$ cat src/rtl/ram_arbiter.sv
// ram_arbiter: front end for a one-write-port / one-read-port frame RAM.
// Two pixel writers share the write port with round-robin priority. One reader
// gets a fixed two-edge read pipeline, with read-during-write hazards stalled.
// A full-memory clear sequence is also provided. All RAM pins come straight
// from flops.
module ram_arbiter #(
    parameter int                    ADDRESS_WIDTH = 20,
    parameter int                    DATA_WIDTH    = 15,
    parameter logic [DATA_WIDTH-1:0] CLEAR_VALUE   = '0
) (
    input  logic                     clk,
    input  logic                     rst_n,
    input  logic                     wr0_valid,
    input  logic [ADDRESS_WIDTH-1:0] wr0_addr,
    input  logic [DATA_WIDTH-1:0]    wr0_data,
    output logic                     wr0_ready,
    input  logic                     wr1_valid,
    input  logic [ADDRESS_WIDTH-1:0] wr1_addr,
    input  logic [DATA_WIDTH-1:0]    wr1_data,
    output logic                     wr1_ready,
    input  logic                     rd_valid,
    input  logic [ADDRESS_WIDTH-1:0] rd_addr,
    output logic                     rd_ready,
    output logic                     rd_data_valid,
    output logic [DATA_WIDTH-1:0]    rd_data,
    input  logic                     clear_start,
    output logic                     busy,
    output logic                     clear_done,
    output logic                     WRITE_EN,
    output logic                     READ_EN,
    output logic [ADDRESS_WIDTH-1:0] ram_wr_addr,
    output logic [ADDRESS_WIDTH-1:0] ram_rd_addr,
    output logic [DATA_WIDTH-1:0]    ram_din,
    input  logic [DATA_WIDTH-1:0]    ram_dout
);

    typedef enum logic {
        IDLE  = 1'b0,
        CLEAR = 1'b1
    } state_t;

    localparam logic [ADDRESS_WIDTH-1:0] ADDR_ONE = {{(ADDRESS_WIDTH-1){1'b0}}, 1'b1};

    state_t                   state;
    logic                     prio;     // writer index that wins a tie next
    logic [ADDRESS_WIDTH-1:0] counter;  // clear address
    logic                     grant0;
    logic                     grant1;
    logic                     hazard;

    // Round-robin write grant and same-address read hazard, only while idle.
    always_comb begin
        // NOTE: every output of this block gets a default first, so no path
        // through it leaves a value held and no latch is inferred.
        grant0 = 1'b0;
        grant1 = 1'b0;
        hazard = 1'b0;
        if (state == IDLE) begin
            grant0 = wr0_valid && (!wr1_valid || !prio);
            grant1 = wr1_valid && (!wr0_valid ||  prio);
            // A read issued alongside a write to the same word would see the
            // old contents, so the read waits one cycle.
            hazard = (grant0 && (wr0_addr == rd_addr)) ||
                     (grant1 && (wr1_addr == rd_addr));
        end
    end

    assign wr0_ready = grant0;
    assign wr1_ready = grant1;
    assign rd_ready  = (state == IDLE) && !hazard;
    assign busy      = (state == CLEAR);
    assign rd_data   = ram_dout;

    // Controller state, arbitration pointer and all registered RAM pins.
    always_ff @(posedge clk or negedge rst_n) begin
        if (!rst_n) begin
            state         <= IDLE;
            counter       <= '0;
            prio          <= 1'b0;
            WRITE_EN      <= 1'b0;
            READ_EN       <= 1'b0;
            rd_data_valid <= 1'b0;
            clear_done    <= 1'b0;
            ram_wr_addr   <= '0;
            ram_rd_addr   <= '0;
            ram_din       <= '0;
        end else begin
            // NOTE: non-blocking assignments throughout, so every flop here
            // samples the values from before this edge regardless of order.
            rd_data_valid <= READ_EN;
            WRITE_EN      <= 1'b0;
            READ_EN       <= 1'b0;
            clear_done    <= 1'b0;
            case (state)
                IDLE: begin
                    if (grant0) begin
                        WRITE_EN    <= 1'b1;
                        ram_wr_addr <= wr0_addr;
                        ram_din     <= wr0_data;
                        prio        <= 1'b1;
                    end else if (grant1) begin
                        WRITE_EN    <= 1'b1;
                        ram_wr_addr <= wr1_addr;
                        ram_din     <= wr1_data;
                        prio        <= 1'b0;
                    end
                    if (rd_valid && rd_ready) begin
                        READ_EN     <= 1'b1;
                        ram_rd_addr <= rd_addr;
                    end
                    if (clear_start) begin
                        state   <= CLEAR;
                        counter <= '0;
                    end
                end
                CLEAR: begin
                    WRITE_EN    <= 1'b1;
                    ram_wr_addr <= counter;
                    ram_din     <= CLEAR_VALUE;
                    if (counter == '1) begin
                        state      <= IDLE;
                        clear_done <= 1'b1;
                        counter    <= '0;
                    end else begin
                        counter <= counter + ADDR_ONE;
                    end
                end
                default: state <= IDLE;
            endcase
        end
    end

endmodule

$ cat config.mk
export PLATFORM = sky130hd
export DESIGN_NAME = ram_arbiter
export DESIGN_NICKNAME = d
export VERILOG_FILES = /design/src/rtl/ram_arbiter.sv
export SDC_FILE = /design/constraint.sdc
export NUM_CORES = 1
export LEC_CHECK = 0
export CAP_MARGIN = 25
export CORE_ASPECT_RATIO = 0.75
export CORE_MARGIN = 1.5
export CORE_UTILIZATION = 40
export CTS_BUF_LIST = sky130_fd_sc_hd__clkbuf_4 sky130_fd_sc_hd__clkbuf_8
export DETAILED_ROUTE_END_ITERATION = 10
export GPL_TIMING_DRIVEN = 0
export PLACE_DENSITY = 0.77
export SYNTH_ARGS = -nofsm -noshare
export SYNTH_HDL_FRONTEND = slang
export SYNTH_SLANG_ARGS = --single-unit
$ cat constraint.sdc
create_clock -name clk -period 3.3 [get_ports clk]
set_input_delay 0.825 -clock clk [delete_from_list [all_inputs] [get_ports clk]]
set_output_delay 0.825 -clock clk [all_outputs]
set_load 0.1 [all_outputs]
# Word level (Yosys, flattened, before mapping)
# Cells that the tools add are included.
# word_totals
inputBits	111
output_inout_bits	78
ff_bits	81
elab_cells	57
# classes
reduce_logical	16
add_sub_neg	1
mux	24
n_bitwise	1
eq_ne	5
# op_table
operator	n
20-bit 2-to-1 mux	4
20-bit one-hot mux with 2 select lines	2
20-bit equality test	2
15-bit 2-to-1 mux	2
15-bit one-hot mux with 2 select lines	1
20-bit by 1-bit adder with 20-bit output (second input constant)	1
20-bit equality test (second input constant)	1
1-bit 2-to-1 mux	13
1-bit logical AND	6
1-bit logical NOT	4
1-bit one-hot mux with 2 select lines	2
2-bit AND reduction	2
1-bit logical OR	3
3-bit != test (second input constant)	1
2-bit != test (second input constant)	1
2-bit nonzero test	1
1-bit NOT	1

# Longest topological paths before layout
# logic_depth
word_depth	11
mapped_depth	9
ltp_nobuf	7

# Worst setup path before layout
# No wires, ideal clock.
# synth_path
path_type	input-to-output
start	input wr1_valid
end	output wr0_ready
cell_stages	4
t_arrival_ns	2.558
slack_ns	-0.083
path_buffers	1
required_time_ns	2.475
path_cell_list	nand2_1 -> nand2_1 -> clkbuf_1 -> nor2_1
# synth_between
elab_chain_len	4
# synth_rtl
element	line_no	rtl
start: declaration	17	input logic wr1_valid,
1-bit logical NOT	59	grant0 = wr0_valid && (!wr1_valid || !prio);
1-bit logical OR	59	
1-bit logical AND	59	
1-bit 2-to-1 mux	58	if (state == IDLE) begin
end: declaration	16	output logic wr0_ready,
# Every way passes these cells.

# Worst setup path in the final report
# layout_path
start	input rd_addr[10]
end	output rd_ready
# layout_between
elab_chain_len	6
elab_cells_between_ends	8
classes_between	eq/ne: 2; mux: 1; reduce/logical: 5
# layout_rtl
element	line_no	rtl
start: declaration	22	input logic [ADDRESS_WIDTH-1:0] rd_addr,
20-bit equality test, on equally long branches	63, 64	
1-bit logical AND, on equally long branches	63, 64	
1-bit logical OR *	63	hazard = (grant0 && (wr0_addr == rd_addr)) ||
1-bit 2-to-1 mux *	58	
1-bit logical NOT *	70	assign rd_ready = (state == IDLE) && !hazard;
1-bit logical AND *	70	
end: declaration	23	output logic rd_ready,
# Every way passes the cells marked *; elsewhere a longest branch is shown, timed or not.

==> flow_summary.ini <==
[outcome]
run_status = finished, violations left
violations = negative setup slack

[critical_path]
crit_path_end_kind = output pin
path_cells = clkdlybuf4s50_1, xor2_1, nor4_2, nand4_1, o22a_1, and2_4, buf_12
cp_slowest_stage_delay_ns = 0.55
crit_fanout = 3
crit_buf_inv = 2
critPathRequiredTime_ns = 2.47
path_class = input port to output pin
worstPathArrival_ns = 2.53
critical-path-top-delay-family = buffers and inverters
reg2reg_depth = 9
path_depth = 7
cp_slowest_cell = clkdlybuf4s50_1
start_kind = input port

[logic_synthesis]
syn_area_per_cell_um2 = 9.667
syn_nets = 561
synthArstFlopShare_pct = 100.0
ys_ff_latch = 81
synth_warnings = 0
yosysUniqueCellTypes = 46
synth_edf_count = 0
synthFlopType = dfrtp_1
synthesis.area_um2 = 4340
synth_cells = 449
yosysSeqAreaShare_pct = 46.70

[global_route]
grt_max_degree = 49
grt_usage_pct = 25.51
overflow = 0
grt_antenna_before_repair = 0
grt_pass1_vias = 4128
grt_first_pass_wirelength_um = 22050

[floorplan]
start_util_pct = 41.69
core_um2 = 10410
ioPinCount = 189
row_count = 32
chipHeight_um = 93.21
die_w_um = 123.3
die-area_um2 = 11490

[routing]
via_count = 4227
drt-wirelength-per-cell_um = 18.69
drtAntennaViolNets = 0
viasPerCell = 5.482
first_pass_iters = 5
drtIter0Drc = 359
wl_um = 14410
drc = 0

[flow_run]
drv_cap = 0

[layout]
n_antenna_cell = 0
final_nets = 743
syn_to_final_growth_pct = 49.87
fillers = 866
final-seq-area_um2 = 2027
fin_util_pct = 62.49
stdcell_area_um2 = 6505
drive_gt1_share_pct = 11.65
multi_input_area_um2 = 2092

[placement]
io_buffers = 173
dp_slack_ns = -1.277
placed_area_um2 = 6270
dp_hpwl_um = 11220
routabilityCongestion = 0.9021

[power_and_ir_drop]
leakage_nw = 2.757
swShare_pct = 46.44
p_sw_mw = 1.775
power.total_mw = 3.823
seq_power_share_pct = 35.7
internal_power_mw = 2.048
p_clk_share_pct = 19.5
power_frac_comb_pct = 44.8
power.density_nw_per_um2 = 587.7
max-vdd-ir-drop_mv = 0.6519

[cts]
numCtsBuffers = 9
cts_root_buf = clkbuf_8
cts_hold_buf = 0
cts_sinks = 81
htreeDepth = 3
clkLatencyLatePin_ns = 0.36
clkTransAtPathRegs_ns = 0.08
clockBufferDepth = 2
cts_tree = built

[hold_path]
hold_path_class = flop to flop
holdPathStages = 0

[sta]
setup_slack_ns = -0.05567
tns_ns = -0.05567
tightest_slew_ns = 1.029
fin_skew_ns = 0.008506
final-hold-violation-count = 0
report.final.slew_viol_count = 0
fin_crit_ns = 3.356
fin_crit_sh_pct = 101.7
fmax_ghz = 0.2980
slew_headroom_pct = 31.18
finalSetupViolCount = 1
rsz0062_at_grt = true
-- per-layer routing --
metal	wire length [µm]	part of all wire, %	track usage, %
met3	1148	8.0	4.939
met2	6670	46	40.46
met5	0	0	0
met1	6356	44	35.83
met4	236	1.6	6.513
-- cell type report --
type                       count  area share (%)
multi-input combinational    321           32.16
sequential                    81           31.16
timing repair buffer         174           26.97
buffer                        39           3.751
tap                          136           2.616
clock buffer                  11           2.231
clock inverter                 4          0.8271
inverter                       5          0.2885
-- worst paths after layout --
path / from / end / slack [ns]
max in group asynchronous: rst_n / ram_din[2] / 2.28
hold / removal: READ_EN / rd_data_valid / 0.38
min in group asynchronous: rst_n / READ_EN / 0.41
hold reg to reg: READ_EN / rd_data_valid / 0.38
setup reg to reg: counter[0] / counter[15] / 1.04
setup / recovery: rd_addr[10] / rd_ready / -0.06
-- per-stage QoR --
step / hold WS [ns] / cells
global route: 0.4096 / 771
CTS: 0.3888 / 773
floorplan: 0.4709 / 449
global placement: 0.3633 / 758
detailed placement: 0.3697 / 759
finish: 0.3829 / 771
-- cell families after synthesis --
kind of cell	after synthesis	share of synthesized area, %
AO/OA/AOI/OAI	120	17.53
buffers and inverters	47	6.255
AND/OR/NAND/NOR	134	14.67
multiplexers	23	5.881
XOR/XNOR	43	8.677
flip-flops	81	46.70
adder cells (fa/ha/maj)	1	0.2882
-- power groups by stage --
stage	Clock [mW]	Sequential (mW)	Combinational [mW]
5_1_grt	0.806	1.40	1.79
6_report	0.745	1.37	1.71
2_1_floorplan	0	2.10	0.442
3_5_place_dp	0	1.38	1.70
3_3_place_gp	0	1.37	1.69
4_1_cts	0.759	1.36	1.71
-- synthesized netlist by cell type, drive strengths merged, types with 2 or more instances --
library cell | number | area share [%]
dfrtp | 81 | 47
nand2 | 59 | 5.2
a21oi | 42 | 5.1
xor2 | 41 | 8.3
o21ai | 32 | 3.7
nor2 | 30 | 2.6
buf | 22 | 4.1
clkbuf | 20 | 1.7
mux2 | 20 | 5.2
a22oi | 15 | 2.6
nand3 | 10 | 1.3
nand4 | 10 | 1.8
a222oi | 9 | 2.1
a31oi | 9 | 1.3
nor4 | 9 | 1.6
and2 | 5 | 0.72
inv | 5 | 0.43
or2 | 4 | 0.58
mux2i | 3 | 0.69
nor3 | 3 | 0.35
a211oi | 2 | 0.35
and3 | 2 | 0.29
o221ai | 2 | 0.40
o22ai | 2 | 0.29
xnor2 | 2 | 0.40
-- cell usage in the layout (no fill, tap or decap), drive strengths merged, types with 9 or more instances in the layout --
cell type / netlist / layout
buf: 22 / 27
a21oi: 42 / 42
nor2: 30 / 30
nand4: 10 / 10
nand3: 10 / 10
a22oi: 15 / 15
clkdlybuf4s50: 0 / 157
clkbuf: 20 / 28
xor2: 41 / 41
dlygate4sd2: 0 / 11
nor4: 9 / 9
dfrtp: 81 / 81
o21ai: 32 / 32
a31oi: 9 / 9
a222oi: 9 / 9
nand2: 59 / 59
mux2: 20 / 20
-- what timing repair did --
| action | 4_1_cts | 5_1_grt |
|---|---|---|
| gates cloned | 0 | 0 |
| setup buffers | 0 | 0 |
| setup endpoints to repair | 3 | 3 |
| endpoints found under the hold margin | 0 | 0 |
| gates resized for setup | 43 | 2 |
| pin swaps | 9 | 2 |
-- state kept, by name, indices dropped and copies added (netlist names), 15 cells and up --
signal       cells
ram_wr_addr     20
ram_din         15
ram_rd_addr     20
counter         20
(Power assumes the default switching activity.)
